[config.mk]
export PLATFORM = sky130hd
export DESIGN_NAME = fu_issue_arbiter_flat
export DESIGN_NICKNAME = d
export VERILOG_FILES = /design/src/rtl/fu_issue_arbiter_if.sv /design/src/rtl/fu_issue_arbiter.sv /design/src/flat_wrapper.sv
export SDC_FILE = /design/constraint.sdc
export NUM_CORES = 1
export LEC_CHECK = 0
export CAP_MARGIN = 20
export CORE_AREA = 4 4 623 625
export DETAILED_ROUTE_END_ITERATION = 10
export DIE_AREA = 0 0 627 629
export DONT_BUFFER_PORTS = 1
export GPL_TIMING_DRIVEN = 0
export PLACE_DENSITY = 0.3
export SLEW_MARGIN = 20
export SYNTH_ARGS = -nofsm -noshare
export SYNTH_HDL_FRONTEND = slang
export SYNTH_SLANG_ARGS = --single-unit
[constraint.sdc]
create_clock -name clk -period 4 [get_ports clk]
set_input_delay 0.8 -clock clk [delete_from_list [all_inputs] [get_ports clk]]
set_output_delay 0.8 -clock clk [all_outputs]
set_load 0.05 [all_outputs]
[src/rtl/fu_issue_arbiter_if.sv]
// Issue-side bundle between the issue queues, the round-robin issue arbiter
// and the functional unit's control inputs.
interface fu_issue_arbiter_if #(
  parameter int NUM_REQ      = 4,
  parameter int INST_ID_BITS = 6,
  parameter int PRN_BITS     = 6,
  parameter int MAX_OPERANDS = 3
);
  // Handshake: requester i hands off when req_valid[i] && req_grant[i] in the same
  // cycle; the slot hands off to the FU when inst_valid && fu_ready in the same cycle.
  // A valid is never withdrawn by the arbiter until that accept; fu_ready must not
  // depend combinationally on inst_valid or req_grant.
  logic [NUM_REQ-1:0]                                  req_valid;
  logic [NUM_REQ-1:0][INST_ID_BITS-1:0]                req_inst_id;
  logic [NUM_REQ-1:0][31:0]                            req_inst;
  logic [NUM_REQ-1:0][MAX_OPERANDS-1:0][63:0]          req_op;
  logic [NUM_REQ-1:0][MAX_OPERANDS-1:0][PRN_BITS-1:0]  req_out_prn;
  logic [NUM_REQ-1:0][63:0]                            req_pc;
  logic [NUM_REQ-1:0]                                  req_grant;

  logic                                  flush;
  logic                                  fu_ready;
  logic                                  inst_valid;
  logic [INST_ID_BITS-1:0]               inst_id;
  logic [31:0]                           inst;
  logic [MAX_OPERANDS-1:0][63:0]         op;
  logic [MAX_OPERANDS-1:0][PRN_BITS-1:0] out_prn;
  logic [63:0]                           pc;
  logic [15:0]                           stall_cnt;

  modport master (
    input  req_valid, req_inst_id, req_inst, req_op, req_out_prn, req_pc,
    input  flush, fu_ready,
    output req_grant, inst_valid, inst_id, inst, op, out_prn, pc, stall_cnt
  );

  modport slave (
    output req_valid, req_inst_id, req_inst, req_op, req_out_prn, req_pc,
    output flush, fu_ready,
    input  req_grant, inst_valid, inst_id, inst, op, out_prn, pc, stall_cnt
  );
endinterface

[src/rtl/fu_issue_arbiter.sv]
// Round-robin arbiter sharing one functional unit among NUM_REQ issue queues,
// with a single issue-slot register, flush and a saturating stall counter.
module fu_issue_arbiter #(
  parameter int NUM_REQ      = 4,
  parameter int INST_ID_BITS = 6,
  parameter int PRN_BITS     = 6,
  parameter int MAX_OPERANDS = 3,
  localparam int PTR_W       = $clog2(NUM_REQ)
) (
  input  logic                clk,
  input  logic                rst,
  fu_issue_arbiter_if.master  bus,
  output logic                o_dbg_full,
  output logic [PTR_W-1:0]    o_dbg_rr_ptr
);

  typedef enum logic {
    S_EMPTY = 1'b0,
    S_FULL  = 1'b1
  } state_t;

  state_t                                r_state;
  logic                                  r_inst_valid;
  logic [PTR_W-1:0]                      r_rr_ptr;
  logic [INST_ID_BITS-1:0]               r_inst_id;
  logic [31:0]                           r_inst;
  logic [MAX_OPERANDS-1:0][63:0]         r_op;
  logic [MAX_OPERANDS-1:0][PRN_BITS-1:0] r_out_prn;
  logic [63:0]                           r_pc;
  logic [15:0]                           r_stall_cnt;

  logic                                  w_accept;
  logic                                  w_can_load;
  logic                                  w_grant_any;
  logic [PTR_W-1:0]                      w_grant_idx;
  logic [PTR_W-1:0]                      w_idx;
  logic [PTR_W-1:0]                      w_next_ptr;
  logic [NUM_REQ-1:0]                    w_grant;
  logic                                  w_stall;

  assign w_accept = (r_state == S_FULL) && bus.fu_ready;
  // Reset gates the grant so requesters never retire an entry while the slot is held in reset.
  assign w_can_load = rst && !bus.flush && ((r_state == S_EMPTY) || w_accept);
  assign w_stall = (r_state == S_FULL) && !bus.fu_ready && !bus.flush;

  always_comb begin
    w_grant     = '0;
    w_grant_idx = '0;
    w_grant_any = 1'b0;
    w_idx       = '0;
    for (int k = 0; k < NUM_REQ; k++) begin
      w_idx = PTR_W'((32'(r_rr_ptr) + 32'(k)) % 32'(NUM_REQ));
      if (w_can_load && !w_grant_any && bus.req_valid[w_idx]) begin
        w_grant_any = 1'b1;
        w_grant_idx = w_idx;
      end
    end
    if (w_grant_any) begin
      w_grant[w_grant_idx] = 1'b1;
    end
  end

  assign w_next_ptr = (w_grant_idx == PTR_W'(NUM_REQ - 1)) ? '0 : w_grant_idx + PTR_W'(1);

  always_ff @(posedge clk or negedge rst) begin
    if (!rst) begin
      r_state      <= S_EMPTY;
      r_inst_valid <= 1'b0;
      r_rr_ptr     <= '0;
      r_inst_id    <= '0;
      r_inst       <= '0;
      r_op         <= '0;
      r_out_prn    <= '0;
      r_pc         <= '0;
      r_stall_cnt  <= '0;
    end else begin
      // Flush wins over a simultaneous accept and suppresses any grant.
      if (bus.flush) begin
        r_state      <= S_EMPTY;
        r_inst_valid <= 1'b0;
      end else if (w_grant_any) begin
        r_state      <= S_FULL;
        r_inst_valid <= 1'b1;
      end else if (w_accept) begin
        r_state      <= S_EMPTY;
        r_inst_valid <= 1'b0;
      end

      if (w_grant_any) begin
        r_rr_ptr  <= w_next_ptr;
        r_inst_id <= bus.req_inst_id[w_grant_idx];
        r_inst    <= bus.req_inst[w_grant_idx];
        r_op      <= bus.req_op[w_grant_idx];
        r_out_prn <= bus.req_out_prn[w_grant_idx];
        r_pc      <= bus.req_pc[w_grant_idx];
      end

      if (w_stall && (r_stall_cnt != 16'hFFFF)) begin
        r_stall_cnt <= r_stall_cnt + 16'd1;
      end
    end
  end

  assign bus.req_grant  = w_grant;
  assign bus.inst_valid = r_inst_valid;
  assign bus.inst_id    = r_inst_id;
  assign bus.inst       = r_inst;
  assign bus.op         = r_op;
  assign bus.out_prn    = r_out_prn;
  assign bus.pc         = r_pc;
  assign bus.stall_cnt  = r_stall_cnt;

  assign o_dbg_full   = (r_state == S_FULL);
  assign o_dbg_rr_ptr = r_rr_ptr;

endmodule

[src/flat_wrapper.sv]
// flat-port wrapper written by rule: the top's interface ports become plain ports
module fu_issue_arbiter_flat 
#(
  parameter int NUM_REQ      = 4,
  parameter int INST_ID_BITS = 6,
  parameter int PRN_BITS     = 6,
  parameter int MAX_OPERANDS = 3,
  localparam int PTR_W       = $clog2(NUM_REQ)
)
  (clk, rst, o_dbg_full, o_dbg_rr_ptr, bus_req_valid, bus_req_inst_id, bus_req_inst, bus_req_op, bus_req_out_prn, bus_req_pc, bus_flush, bus_fu_ready, bus_req_grant, bus_inst_valid, bus_inst_id, bus_inst, bus_op, bus_out_prn, bus_pc, bus_stall_cnt);
  fu_issue_arbiter_if #(.NUM_REQ(NUM_REQ), .INST_ID_BITS(INST_ID_BITS), .PRN_BITS(PRN_BITS), .MAX_OPERANDS(MAX_OPERANDS)) bus_i ();
  input  logic clk;
  input  logic rst;
  output logic o_dbg_full;
  output logic [PTR_W-1:0] o_dbg_rr_ptr;
  input wire logic [$bits(bus_i.req_valid)-1:0] bus_req_valid;
  input wire logic [$bits(bus_i.req_inst_id)-1:0] bus_req_inst_id;
  input wire logic [$bits(bus_i.req_inst)-1:0] bus_req_inst;
  input wire logic [$bits(bus_i.req_op)-1:0] bus_req_op;
  input wire logic [$bits(bus_i.req_out_prn)-1:0] bus_req_out_prn;
  input wire logic [$bits(bus_i.req_pc)-1:0] bus_req_pc;
  input wire logic [$bits(bus_i.flush)-1:0] bus_flush;
  input wire logic [$bits(bus_i.fu_ready)-1:0] bus_fu_ready;
  output wire logic [$bits(bus_i.req_grant)-1:0] bus_req_grant;
  output wire logic [$bits(bus_i.inst_valid)-1:0] bus_inst_valid;
  output wire logic [$bits(bus_i.inst_id)-1:0] bus_inst_id;
  output wire logic [$bits(bus_i.inst)-1:0] bus_inst;
  output wire logic [$bits(bus_i.op)-1:0] bus_op;
  output wire logic [$bits(bus_i.out_prn)-1:0] bus_out_prn;
  output wire logic [$bits(bus_i.pc)-1:0] bus_pc;
  output wire logic [$bits(bus_i.stall_cnt)-1:0] bus_stall_cnt;
  assign bus_i.req_valid = bus_req_valid;
  assign bus_i.req_inst_id = bus_req_inst_id;
  assign bus_i.req_inst = bus_req_inst;
  assign bus_i.req_op = bus_req_op;
  assign bus_i.req_out_prn = bus_req_out_prn;
  assign bus_i.req_pc = bus_req_pc;
  assign bus_i.flush = bus_flush;
  assign bus_i.fu_ready = bus_fu_ready;
  assign bus_req_grant = bus_i.req_grant;
  assign bus_inst_valid = bus_i.inst_valid;
  assign bus_inst_id = bus_i.inst_id;
  assign bus_inst = bus_i.inst;
  assign bus_op = bus_i.op;
  assign bus_out_prn = bus_i.out_prn;
  assign bus_pc = bus_i.pc;
  assign bus_stall_cnt = bus_i.stall_cnt;
  fu_issue_arbiter #(.NUM_REQ(NUM_REQ), .INST_ID_BITS(INST_ID_BITS), .PRN_BITS(PRN_BITS), .MAX_OPERANDS(MAX_OPERANDS)) u_core (.clk(clk), .rst(rst), .bus(bus_i), .o_dbg_full(o_dbg_full), .o_dbg_rr_ptr(o_dbg_rr_ptr));
endmodule
== After elaboration in Yosys (flattened, before gate mapping) ==
Index checks and enable logic that the tools add are counted.
Word-level totals
  register bits after elaboration: 331
  word-level logic and storage cells: 80
  output and inout bits: 336
Cells by class
  bitwise logic cells: 1
  multiplexer cells: 33
  eq/ne operators: 2
  order comparisons: 6
  $add $sub $neg: 5
  reductions and logical operators: 21
Operators with widths (number)
  binary-select mux 192 bit (select 2 bit): 1
  2-to-1 mux 192 bit: 1
  binary-select mux 64 bit (select 2 bit): 1
  binary-select mux 32 bit (select 2 bit): 1
  2-to-1 mux 64 bit: 1
  binary-select mux 18 bit (select 2 bit): 1
  2-to-1 mux 32 bit: 1
  2-to-1 mux 18 bit: 1
  adder 16 x 1 -> 16 bit, second input constant: 1
  inequality test 16 bit, second input constant: 1
  < comparator 2 x 3 -> 1 bit, second input constant: 5
  logical AND 1 bit: 14
  binary-select mux 6 bit (select 2 bit): 1
  2-to-1 mux 1 bit: 12
  2-to-1 mux 2 bit: 5
  binary-select mux 1 bit (select 2 bit): 4
  2-to-1 mux 6 bit: 1
  logical NOT 1 bit: 5
  adder 2 x 1 -> 2 bit, second input constant: 2
  adder 2 bit, second input constant: 2
  2-to-1 mux 4 bit: 1
  nonzero test 3 bit: 1
  demux 1 bit (select 2 bit): 1
  == test 2 bit, second input constant: 1
  other kinds (3): 3

== Depth between registers and ports, before layout ==
Gate-level depths: netlist of run 1.
  word-level depth: 22
  mapped depth: 11
  depth with buffers taken out: 7

== Worst setup path before layout of run 1 ==
Ideal clock, no wire load.
  path type: input-to-output
  from: input bus_req_valid[1]
  to: output bus_req_grant[2]
  stages: 7
  path buffers: 3
  data arrival time: 2.660 ns
  required time: 3.200 ns
  path slack: 0.540 ns
  cells stage by stage: and2b_1 -> a221oi_2 -> or4_1 -> buf_4 -> buf_2 -> buf_2 -> nor2_1
Between the ends
  cells in the longest elaborated chain, start to end: 21
RTL lines
  start: declaration: RTL line flat_wrapper.sv:16  | input wire logic [$bits(bus_i.req_valid)-1:0] bus_req_valid;
  binary-select mux 1 bit (select 2 bit): RTL line fu_issue_arbiter.sv:53  | if (w_can_load && !w_grant_any && bus.req_valid[w_idx]) begin
  2-to-1 mux 1 bit (not written as such): RTL line fu_issue_arbiter.sv:53
  logical AND 1 bit: RTL line fu_issue_arbiter.sv:53
  2-to-1 mux 1 bit: RTL line fu_issue_arbiter.sv:53
  logical NOT 1 bit: RTL line fu_issue_arbiter.sv:53
  logical AND 1 bit (2 in a row): RTL line fu_issue_arbiter.sv:53
  2-to-1 mux 1 bit: RTL line fu_issue_arbiter.sv:53
  logical NOT 1 bit: RTL line fu_issue_arbiter.sv:53
  [... 3 more ...]
  logical NOT 1 bit: RTL line fu_issue_arbiter.sv:53
  logical AND 1 bit (2 in a row): RTL line fu_issue_arbiter.sv:53
  2-to-1 mux 2 bit: RTL line fu_issue_arbiter.sv:53
  < comparator 2 x 3 -> 1 bit (not written as such) / >= comparator 2 x 1 -> 1 bit (equally long branches): RTL line fu_issue_arbiter.sv:59  | w_grant[w_grant_idx] = 1'b1;
  logical AND 1 bit (not written as such): RTL line fu_issue_arbiter.sv:59
  2-to-1 mux 1 bit (not written as such): RTL line fu_issue_arbiter.sv:59
  demux 1 bit (select 2 bit)
  2-to-1 mux 4 bit (*): RTL line fu_issue_arbiter.sv:58  | if (w_grant_any) begin
  end: declaration: RTL line flat_wrapper.sv:24  | output wire logic [$bits(bus_i.req_grant)-1:0] bus_req_grant;
Every way passes the cells marked *; elsewhere a longest branch is shown, timed or not. The select of a mux whose other input is x is not followed.

== Worst setup path in the final report of run 1 ==
  from: input rst
  to: register u_core.r_op (netlist bit u_core.bus.op[166])
Between the ends
  cells in the longest elaborated chain, start to end: 18
RTL lines
  start: declaration: RTL line flat_wrapper.sv:13  | input logic rst;
  logical AND 1 bit (*) (2 in a row): RTL line fu_issue_arbiter.sv:43  | assign w_can_load = rst && !bus.flush && ((r_state == S_EMPTY) || w_accept);
  logical AND 1 bit: RTL line fu_issue_arbiter.sv:53
  2-to-1 mux 1 bit: RTL line fu_issue_arbiter.sv:53
  logical NOT 1 bit: RTL line fu_issue_arbiter.sv:53
  logical AND 1 bit (2 in a row): RTL line fu_issue_arbiter.sv:53
  2-to-1 mux 1 bit: RTL line fu_issue_arbiter.sv:53
  logical NOT 1 bit: RTL line fu_issue_arbiter.sv:53
  logical AND 1 bit (2 in a row): RTL line fu_issue_arbiter.sv:53
  2-to-1 mux 1 bit: RTL line fu_issue_arbiter.sv:53
  logical NOT 1 bit: RTL line fu_issue_arbiter.sv:53
  logical AND 1 bit (2 in a row): RTL line fu_issue_arbiter.sv:53
  2-to-1 mux 2 bit: RTL line fu_issue_arbiter.sv:53
  binary-select mux 192 bit (select 2 bit): RTL line fu_issue_arbiter.sv:93  | r_op <= bus.req_op[w_grant_idx];
  2-to-1 mux 192 bit (not written as such): RTL line fu_issue_arbiter.sv:93
  end signal: assignment: RTL line fu_issue_arbiter.sv:93
  end: declaration: RTL line fu_issue_arbiter.sv:27  | logic [MAX_OPERANDS-1:0][63:0] r_op;
Marks and branches as above.
A chain may end at the register's enable or synchronous reset.

==> reports/metrics.cfg, run 1 <==
[final_layout]
layout-drive-gt1-share=0.208
n_fill_cell=44449
area_delta_synth_final_pct=39.7
instances_no_fill=7598
nNetsFinal=3695

[detailed_routing]
routed_via_density=3.11
ant_nets=0
drc=0
vias=23626
dr_wl_met3_um=34400
drtIter0Drc=1809
met2_wirelength_um=155000
wl_um=301000
dr.pass1.iters=7
top_layer_used=met5
wl_per_cell_um=39.6
wl_met1_um=99900

[global_routing]
grt.overflow.total=0
grt_pass1_wl_um=354000
antenna_found_initial=262
gr-usage-all-layers=0.146
grt_pass1_vias=23124
grt_max_degree=333

[power_and_ir_drop]
leakage_nw=10.9
pwr_density_cell_nw_per_um2=576
irDropWorstVdd_mv=0.310

[synth]
synth_cell_type_count=43
netlist_instances=2351
synth_area_sq_um=22700
synth-edff-count=0
yosys_warnings=0
synthFlopType=dfrtp_1
syn_nets=3609
ys_seq_area_frac=0.365
synth_seq_cells=331
synth-async-reset-ratio=1.00
syn_avg_cell_area_sq_um=9.66
yosysTopAreaCellShare=0.365
synthTopCellsByArea=dfrtp_1 36%, mux2i_1 15%, o221ai_2 9.9%
yosysTopAreaCell=dfrtp_1

[sta]
rsz0062_at_grt=no
relSlewSlack=0.0433
fin_crit_ps=4130
fin_skew_ps=19.4
period_share=1.03
setup_viol=4
fmax_ghz=0.242
holdWs_ps=-191
fin_ws_ps=-128
worst_pin_slew_ps=1440
finalHoldViolations=124
slew_violations=0

[cts]
clk_pin_slew_ps=60
clockBufferDepth=3
cts_root_buf=clkbuf_16
cts_tree=done
htree_levels=2
cts_buffers=51
cts_sinks=331
clk_latency_ps=690

[setup_path]
start_kind=primary input
r2r_end=u_core.bus.inst[18]
path_cells=nand2b_1, nor3_4, o21ai_2, buf_2, clkbuf_1, nor3_1, o31ai_1
r2r_start=u_core.o_dbg_rr_ptr[1]
crit_path_end_kind=flip-flop
r2r_slack_ps=180
cp.arrival_ps=4720
criticalPathCategory=in2reg
slowest_stage=clkbuf_1
startpoint=rst
crit_path_max_fanout=332
worstPathRequired_ps=4600
r2r_cells=8
cpPeakStageDelay_ps=770

[floorplanning]
io-pin-count=1592
start_util=0.0595
die_h_um=629
core_sq_um=382000
die_x_um=627
row_count=227
die_area_sq_um=394000

[outcome]
violations=hold timing, setup timing
status=complete, but fails checks

[place]
io_buffers=0
hpwl_um=270000
dp_cells=7417
gp_congestion=0.920

[job]
drv_cap=0

[worst_hold_path]
hp-class=in2async

==> worst max path at each step <==
stage                               to  slack, ps  depth (start not counted)
finish              u_core.bus.op[166]       -130                          7
global route          bus_req_grant[3]          6                          8
CTS                  u_core.bus.op[35]          6                          9
detailed placement    bus_req_grant[0]      -1640                          7
global placement      bus_req_grant[3]      -2770                          5
floorplan             bus_req_grant[2]        540                          7
==> registers in the layout, indices dropped and copies added (netlist names) <==
signal	cells
u_core.o_dbg_rr_ptr	2
u_core.bus.pc	64
u_core.bus.out_prn	18
u_core.bus.inst_valid	1
u_core.bus.inst	32
u_core.bus.op	192
u_core.bus.stall_cnt	16
u_core.bus.inst_id	6
==> cell usage after synthesis, types with 8 or more instances <==
| cell | n |
|---|---|
| o31ai_1 | 278 |
| buf_4 | 18 |
| a211oi_2 | 70 |
| buf_6 | 29 |
| o221ai_2 | 150 |
| buf_2 | 72 |
| buf_1 | 11 |
| dfrtp_1 | 331 |
| nand3_1 | 8 |
| a211oi_1 | 69 |
| o221ai_1 | 23 |
| nor2_1 | 8 |
| clkbuf_1 | 136 |
| nand2_1 | 460 |
| nor3_1 | 283 |
| mux2i_1 | 347 |
==> cells by family (layout without fill, tap and decap cells) <==
group / count (synthesis) / count (layout) / share of synthesized area
AND/OR/NAND/NOR: 785 / 785 / 0.149
buffers and inverters: 270 / 395 / 0.0612
adder cells (fa/ha/maj): 2 / 2 / 0.00110
other: 0 / 84 / 0
flip-flops: 331 / 331 / 0.365
AO/OA/AOI/OAI: 601 / 601 / 0.265
XOR/XNOR: 13 / 13 / 0.00501
multiplexers: 349 / 349 / 0.154
==> power breakdown <==
part	internal [mW]	leakage [nW]	total [mW]	switching [mW]
clock	2.78	0.838	4.86	2.09
combinational	1.57	6.08	4.83	3.26
sequential	4.11	4.01	8.57	4.46
==> per-layer routing <==
layer / track usage / up-vias
li1: - / 9283
met1: 0.142 / 11890
met2: 0.268 / 1690
met3: 0.0733 / 597
met4: 0.0386 / 166
met5: 0 / -
==> cell type report <==
type	instances	area (sq um)	area share
well taps	5038	6300	0.199
plain buffers	261	1430	0.0451
flip-flops and latches	331	8310	0.262
diodes	84	210	0.00662
clock buffers	78	1550	0.0489
clock inverters	14	135	0.00426
repair buffers	38	582	0.0183
inverters	4	18.8	0.000591
multi-input cells	1750	13200	0.416
==> critical path: cells and delay by family <==
| family | cells | cell delay [ps] |
|---|---|---|
| buffers and inverters | 2 | 1420 |
| AOI/OAI and AO/OA | 2 | 620 |
| and+or+nand+nor | 3 | 1110 |
==> metrics by stage <==
step / worst slack [ps] / instance area [sq um] / setup TNS [ps] / util / power, mW
6_report: -128 / 31700 / -360 / 0.0831 / 18.3
5_1_grt: 5.96 / 31600 / 0 / 0.0828 / 19.1
2_1_floorplan: 540 / 22700 / 0 / - / 10.4
3_5_place_dp: -1640 / 29600 / -55460 / 0.0776 / 13.8
4_1_cts: 5.96 / 31500 / 0 / 0.0825 / 18.8
3_3_place_gp: -2770 / 29000 / -241820 / 0.0760 / 13.5
==> cells in the final DEF, fill, tap and decap left out, types with 3 or more instances in the layout <==
cell,n
nor3_1,277
clkbuf_16,53
clkbuf_2,16
o221ai_2,150
nor2_1,4
nand2_1,460
xor2_1,6
xnor2_1,7
a21oi_1,5
a211oi_4,3
inv_1,3
nand3_1,8
buf_12,11
and3_1,3
clkbuf_1,128
a211oi_1,68
nor2_4,3
clkinv_2,8
buf_2,66
o221ai_1,23
o31ai_1,278
nand4_1,5
clkbuf_8,13
mux2i_2,9
nand2b_1,5
buf_1,15
buf_16,9
dfrtp_1,314
mux2i_1,337
buf_6,33
buf_8,3
a211oi_2,68
dfrtp_2,15
diode_2,84
buf_4,28
nor3_2,6
==> what timing repair did <==
action | 4_1_cts | 5_1_grt
pin swaps | 4 | 1
resized for setup | 35 | 1
setup buffers | 8 | 2
hold endpoints to repair | 331 | 331
cloned | 0 | 0
setup endpoints to repair | 209 | 21
Power figures use the tool's default switching activity.
==> inputs of run 2 (changes only) <==
CORE_AREA = 4 4 618 620   (was 4 4 623 625)
DIE_AREA = 0 0 622 624   (was 0 0 627 629)
==> run 2 against run 1 <==
Net effect:
- the run now ends clean
- critical path type is now reg2out
- total power increased by 1.1%
- fmax increased by 7.7%
- critical endpoint is now bus_req_grant[0]
- first-iteration DRC count increased by 13%
==> reports/metrics.cfg, run 2 (synthesized netlist as in run 1, its figures left out) <==
[global_routing]
antenna_found_initial=255
grt.overflow.total=0
use_met2=0.269
grt_max_degree=333
top_usage_layer=met2
grt_pass1_vias=23048
gr-usage-all-layers=0.149
grt.met3_usage=0.0731
grt_pass1_wl_um=358000
use_met1=0.147

[detailed_routing]
vias=23772
wl_per_cell_um=40.6
dr.pass1.iters=6
ant_nets=0
wl_um=307000
drtIter0Drc=2040
drc=0
routed_via_density=3.14

[power_and_ir_drop]
seq_power_share=0.470
leakage_nw=11.0
p_comb_frac=0.265
irDropWorstVdd_mv=0.306
p_int_mw=8.38
netSwitchingPower_mw=10.1
p_clk_frac=0.265
swShare=0.546
p_total_mw=18.5
pwr_density_cell_nw_per_um2=581

[setup_path]
cp.arrival_ps=3030
crit_path_max_fanout=6
criticalPathCategory=reg2out
r2r_end=u_core.bus.op[145]
r2r_cells=9
crit_path_end_kind=output pin
r2r_slack_ps=210
worstPathRequired_ps=3200
start_kind=flip-flop
r2r_start=u_core.o_dbg_rr_ptr[1]

[outcome]
status=finished clean

[sta]
fin_crit_ps=3830
rsz0062_at_grt=no
relSlewSlack=0.0448
worst_pin_slew_ps=1420
setup_viol=0
fmax_ghz=0.261
slew_violations=0
fin_ws_ps=167
finalHoldViolations=0
fin_skew_ps=30.3
setup_tns_ps=0
period_share=0.958

[cts]
cts_sinks=331
cts_buffers=52
cts_root_buf=clkbuf_16
clk_latency_ps=720
clockBufferDepth=3
htree_levels=2
clk_pin_slew_ps=70
cts_tree=done

[floorplanning]
die_h_um=624
core_sq_um=376000
die_area_sq_um=388000
row_count=225
die_x_um=622
io-pin-count=1592
start_util=0.0605

[final_layout]
mostFrequentLayoutCells=460 x nand2_1, 340 x mux2i_1, 319 x dfrtp_1
n_fill_cell=43840
area_delta_synth_final_pct=39.9
final_common_cell=nand2_1
layout-drive-gt1-share=0.208
nNetsFinal=3701
largest_register_ffs=192

[place]
dp_slack_ps=-1490
io_buffers=0
gp_congestion=0.941
hpwl_um=269000

[job]
drv_cap=0

[worst_hold_path]
hp-class=in2async

run 2: cell types whose count changed in the layout (fill, tap and decap cells not counted), sizes merged:
cell	before	now
inv	5	6
dlygate4sd3	0	2
buf	165	162
clkbuf	212	215
clkinv	10	9
clkinvlp	1	4
run 2: worst max-delay path, cell delays in order, from the launching register on:
cell and delay, ps:
dfrtp_4 610, buf_6 200, nand2b_1 150, a21o_1 230
nand4_4 130, buf_12 140, buf_16 140, clkinvlp_4 180
buf_4 190, nor2_4 290
run 2: area by class of cell:
class / count / area, sq um / area share
antenna: 84 / 210 / 0.00661
clock buffer: 75 / 1500 / 0.0472
buffer: 263 / 1470 / 0.0463
multi-input combinational: 1750 / 13200 / 0.417
clock inverter: 17 / 161 / 0.00508
tap: 4994 / 6250 / 0.197
inverter: 4 / 18.8 / 0.000591
timing repair buffer: 41 / 624 / 0.0196
sequential: 331 / 8300 / 0.261
run 2: per-stage QoR:
stage          instance area [sq um]  hold slack [ps]    util  std cells
2_1_floorplan                  22700              504       -       2351
3_3_place_gp                   29000              518  0.0771       7345
3_5_place_dp                   29400              517  0.0783       7363
5_1_grt                        31700             20.3  0.0843       7517
6_report                       31800             70.6  0.0846       7559
4_1_cts                        31300             -309  0.0833       7461
run 2: power by group through the flow:
stage	Combinational, mW	Sequential (mW)	Clock, mW
floorplan	2.80	7.64	0
global placement	4.64	8.93	0
detailed placement	4.90	8.85	0
CTS	4.95	8.80	5.09
global route	5.27	8.77	5.13
finish	4.90	8.68	4.89
run 2: worst max path at each step:
stage | startpoint | to | slack [ps] | cells after the start
after global placement | rst | bus_req_grant[3] | -2370 | 5
after floorplan | bus_req_valid[1] | bus_req_grant[2] | 540 | 7
after CTS | u_core.o_dbg_rr_ptr[1] | bus_req_grant[0] | -30 | 9
after detailed placement | rst | bus_req_grant[0] | -1490 | 7
final | u_core.o_dbg_rr_ptr[1] | bus_req_grant[0] | 170 | 9
after global routing | u_core.o_dbg_rr_ptr[1] | bus_req_grant[0] | 10 | 9
run 2: metal layers:
layer,share of wire,wire length [um]
met5,0.0033,1010
met4,0.043,13300
met1,0.33,102000
met2,0.51,156000
met3,0.11,34500
run 2: what timing repair did:
action,CTS,global route
cloned,0,4
resized for setup,42,4
endpoints found under the hold margin,331,71
setup endpoints to repair,138,158
pin swaps,5,2
buffers inserted,9,3
==> inputs of run 3 (changes only) <==
CTS_BUF_LIST = sky130_fd_sc_hd__clkbuf_2   (was default)
==> run 3 against run 2 <==
Net effect:
- synthesized cell count did not move
- the run now fails in 4_1_cts
- area after synthesis unchanged
==> reports/metrics.cfg, run 3 <==
[place]
gp_congestion=0.941
io_buffers=0
hpwl_um=269000

[cts]
htree_levels=3
cts_buffers=122
post_cts_buffers=9
cts_resized=54
cts_sinks=331
clockBufferDepth=4
holdBufCountCts=1516
cts_root_buf=clkbuf_2

[synth]
synth_most_common_cell=nand2_1
yosysTopAreaCellShare=0.365
netlist_instances=2351
ys_seq_area_frac=0.365
synth-async-reset-ratio=1.00
synth_common_cells=460 x nand2_1, 347 x mux2i_1, 331 x dfrtp_1
synthTopCellsByArea=dfrtp_1 36%, mux2i_1 15%, o221ai_2 9.9%
synth_seq_cells=331
synth-edff-count=0
synth_area_sq_um=22700
yosysTopAreaCell=dfrtp_1
synth_cell_type_count=43
syn_nets=3609
synthFlopType=dfrtp_1
syn_avg_cell_area_sq_um=9.66
yosys_warnings=0

[outcome]
stop_error=[ERROR RSZ-0060] Max buffer count reached.
status=did not finish
lastStage=4_1_cts

[floorplanning]
row_count=225
io-pin-count=1592
die_h_um=624
start_util=0.0605
die_x_um=622

run 3: cell counts after synthesis:
Identical to the previous run, type by type.
run 3: logic make-up after synthesis:
family	after synthesis	share of synthesized area
XOR/XNOR	13	0.00501
AND/OR/NAND/NOR	785	0.149
adder cells (fa/ha/maj)	2	0.00110
AO/OA/AOI/OAI	601	0.265
buffers and inverters	270	0.0612
multiplexers	349	0.154
flip-flops	331	0.365
run 3: per-stage QoR:
stage                     cells  setup TNS (ps)  area (sq um)    util  setup WS [ps]
after floorplan            2351               0         22700       -            540
after global placement     7345         -194060         29000  0.0771          -2370
after detailed placement   7363          -58850         29400  0.0783          -1490
==> inputs of run 4 (changes only) <==
CORE_AREA = 4 4 614 616   (was 4 4 618 620)
CTS_BUF_LIST = default   (was sky130_fd_sc_hd__clkbuf_2)
DIE_AREA = 0 0 618 620   (was 0 0 622 624)
PLACE_DENSITY = default   (was 0.3)
PLACE_DENSITY_LB_ADDON = 0.15   (was default)
==> run 4 against run 3 <==
Net effect:
- the flow now finishes, with violations (hold timing, slew limit, setup timing)
==> reports/metrics.cfg, run 4 (synthesized netlist as in run 1, its figures left out) <==
[cts]
cts_sinks=331
clockBufferDepth=3
clk_latency_ps=740
htree_levels=2
clk_pin_slew_ps=60
cts_buffers=55
cts_tree=done
cts_root_buf=clkbuf_16

[setup_path]
worstPathRequired_ps=3200
r2r_start=u_core.o_dbg_rr_ptr[1]
crit_path_max_fanout=333
r2r_end=u_core.bus.inst_id[4]
criticalPathCategory=in2out
startpoint=rst
start_kind=primary input
r2r_cells=9
endpoint=bus_req_grant[2]
cp.arrival_ps=3320
r2r_slack_ps=230
crit_path_end_kind=output pin

[floorplanning]
core_sq_um=371000
io-pin-count=1592
start_util=0.0612
die_h_um=620
row_count=224
die_x_um=618
die_area_sq_um=383000

[power_and_ir_drop]
p_comb_frac=0.246
pwr_density_cell_nw_per_um2=582
p_clk_frac=0.283
leakage_nw=10.9
seq_power_share=0.471
p_int_mw=8.60
swShare=0.533
irDropWorstVdd_mv=0.347
netSwitchingPower_mw=9.81

[detailed_routing]
wl_per_cell_um=36.9
ant_nets=0
wl_um=277000
dr.pass1.iters=5
drtIter0Drc=1661
vias=22803
drc=0
routed_via_density=3.03

[final_layout]
area_delta_synth_final_pct=39.2
nNetsFinal=3686
n_fill_cell=43304
final_common_cell=nand2_1
layout-drive-gt1-share=0.210
mostFrequentLayoutCells=460 x nand2_1, 339 x mux2i_1, 320 x dfrtp_1
largest_register_ffs=192

[sta]
finalHoldViolations=202
fin_crit_ps=4120
setup_viol=5
worst_pin_slew_ps=1570
fin_skew_ps=57.8
holdWs_ps=-214
slew_violations=43
fin_ws_ps=-124
setup_tns_ps=-347
period_share=1.03
rsz0062_at_grt=no
fmax_ghz=0.242
relSlewSlack=-0.0484

[global_routing]
use_met1=0.141
grt_max_degree=333
top_usage_layer=met2
grt.overflow.total=0
grt_pass1_vias=23218
use_met2=0.248
gr-usage-all-layers=0.137
grt.met3_usage=0.0616
grt_pass1_wl_um=329000
antenna_found_initial=204

[place]
io_buffers=0
gp_congestion=0.918
dp_slack_ps=-1660
hpwl_um=242000

[outcome]
violations=hold timing, slew limit, setup timing
status=complete, but fails checks

[job]
drv_cap=0

[worst_hold_path]
hp-class=in2async

-- run 4: worst min-delay path by stage --
stage / slack, ps / startpoint / cells past startpoint / endpoint
3_3_place_gp: 520 / rst / 0 / u_core.bus.op[42]
6_report: -210 / rst / 0 / u_core.bus.op[42]
2_1_floorplan: 500 / rst / 0 / u_core.bus.inst[0]
3_5_place_dp: 520 / rst / 0 / u_core.bus.op[42]
5_1_grt: -310 / rst / 0 / u_core.bus.op[42]
4_1_cts: -340 / rst / 0 / u_core.bus.op[42]
-- run 4: routing by layer --
| layer | share of wire | vias up |
|---|---|---|
| met5 | 0.0026 | - |
| met2 | 0.51 | 1455 |
| li1 | - | 9242 |
| met1 | 0.35 | 11543 |
| met4 | 0.036 | 106 |
| met3 | 0.10 | 457 |
-- run 4: power by group through the flow --
stage / clock network (mW) / registers (mW) / logic, mW
6_report: 5.21 / 8.67 / 4.53
5_1_grt: 5.52 / 8.79 / 4.93
4_1_cts: 5.48 / 8.82 / 4.71
3_5_place_dp: 0 / 8.87 / 4.65
3_3_place_gp: 0 / 8.89 / 4.54
2_1_floorplan: 0 / 7.64 / 2.80
-- run 4: layout make-up --
cell class / count / area (sq um) / area share
Inverter: 4 / 18.8 / 0.000594
Timing Repair Buffer: 26 / 367 / 0.0116
Buffer: 260 / 1450 / 0.0459
Sequential cell: 331 / 8300 / 0.263
Clock buffer: 82 / 1660 / 0.0525
Multi-Input combinational cell: 1750 / 13300 / 0.419
Clock inverter: 19 / 176 / 0.00558
Antenna cell: 71 / 178 / 0.00562
Tap cell: 4972 / 6220 / 0.197
-- run 4: repair_timing --
| item | 4_1_cts | 5_1_grt |
|---|---|---|
| setup buffers | 7 | 4 |
| endpoints found under the setup margin | 171 | 4 |
| endpoints found under the hold margin | 331 | 331 |
| cloned | 0 | 1 |
| pin swaps | 6 | 1 |
| resized for setup | 41 | 5 |
-- run 4: worst max-delay path: stages --
cell and delay [ps]:
nand2b_1 780, nor2_1 140, nand4_4 180, buf_12 130
clkinvlp_4 110, buf_12 160, nor2_4 310
-- run 4: stage by stage --
step	hold slack [ps]	area, sq um	utilization	std cells	total power [mW]
2_1_floorplan	504	22700	-	2351	10.4
3_5_place_dp	517	29300	0.0789	7337	13.5
4_1_cts	-345	31400	0.0845	7440	19.0
3_3_place_gp	518	28900	0.0779	7323	13.4
6_report	-214	31600	0.0852	7515	18.4
5_1_grt	-305	31500	0.0848	7466	19.2
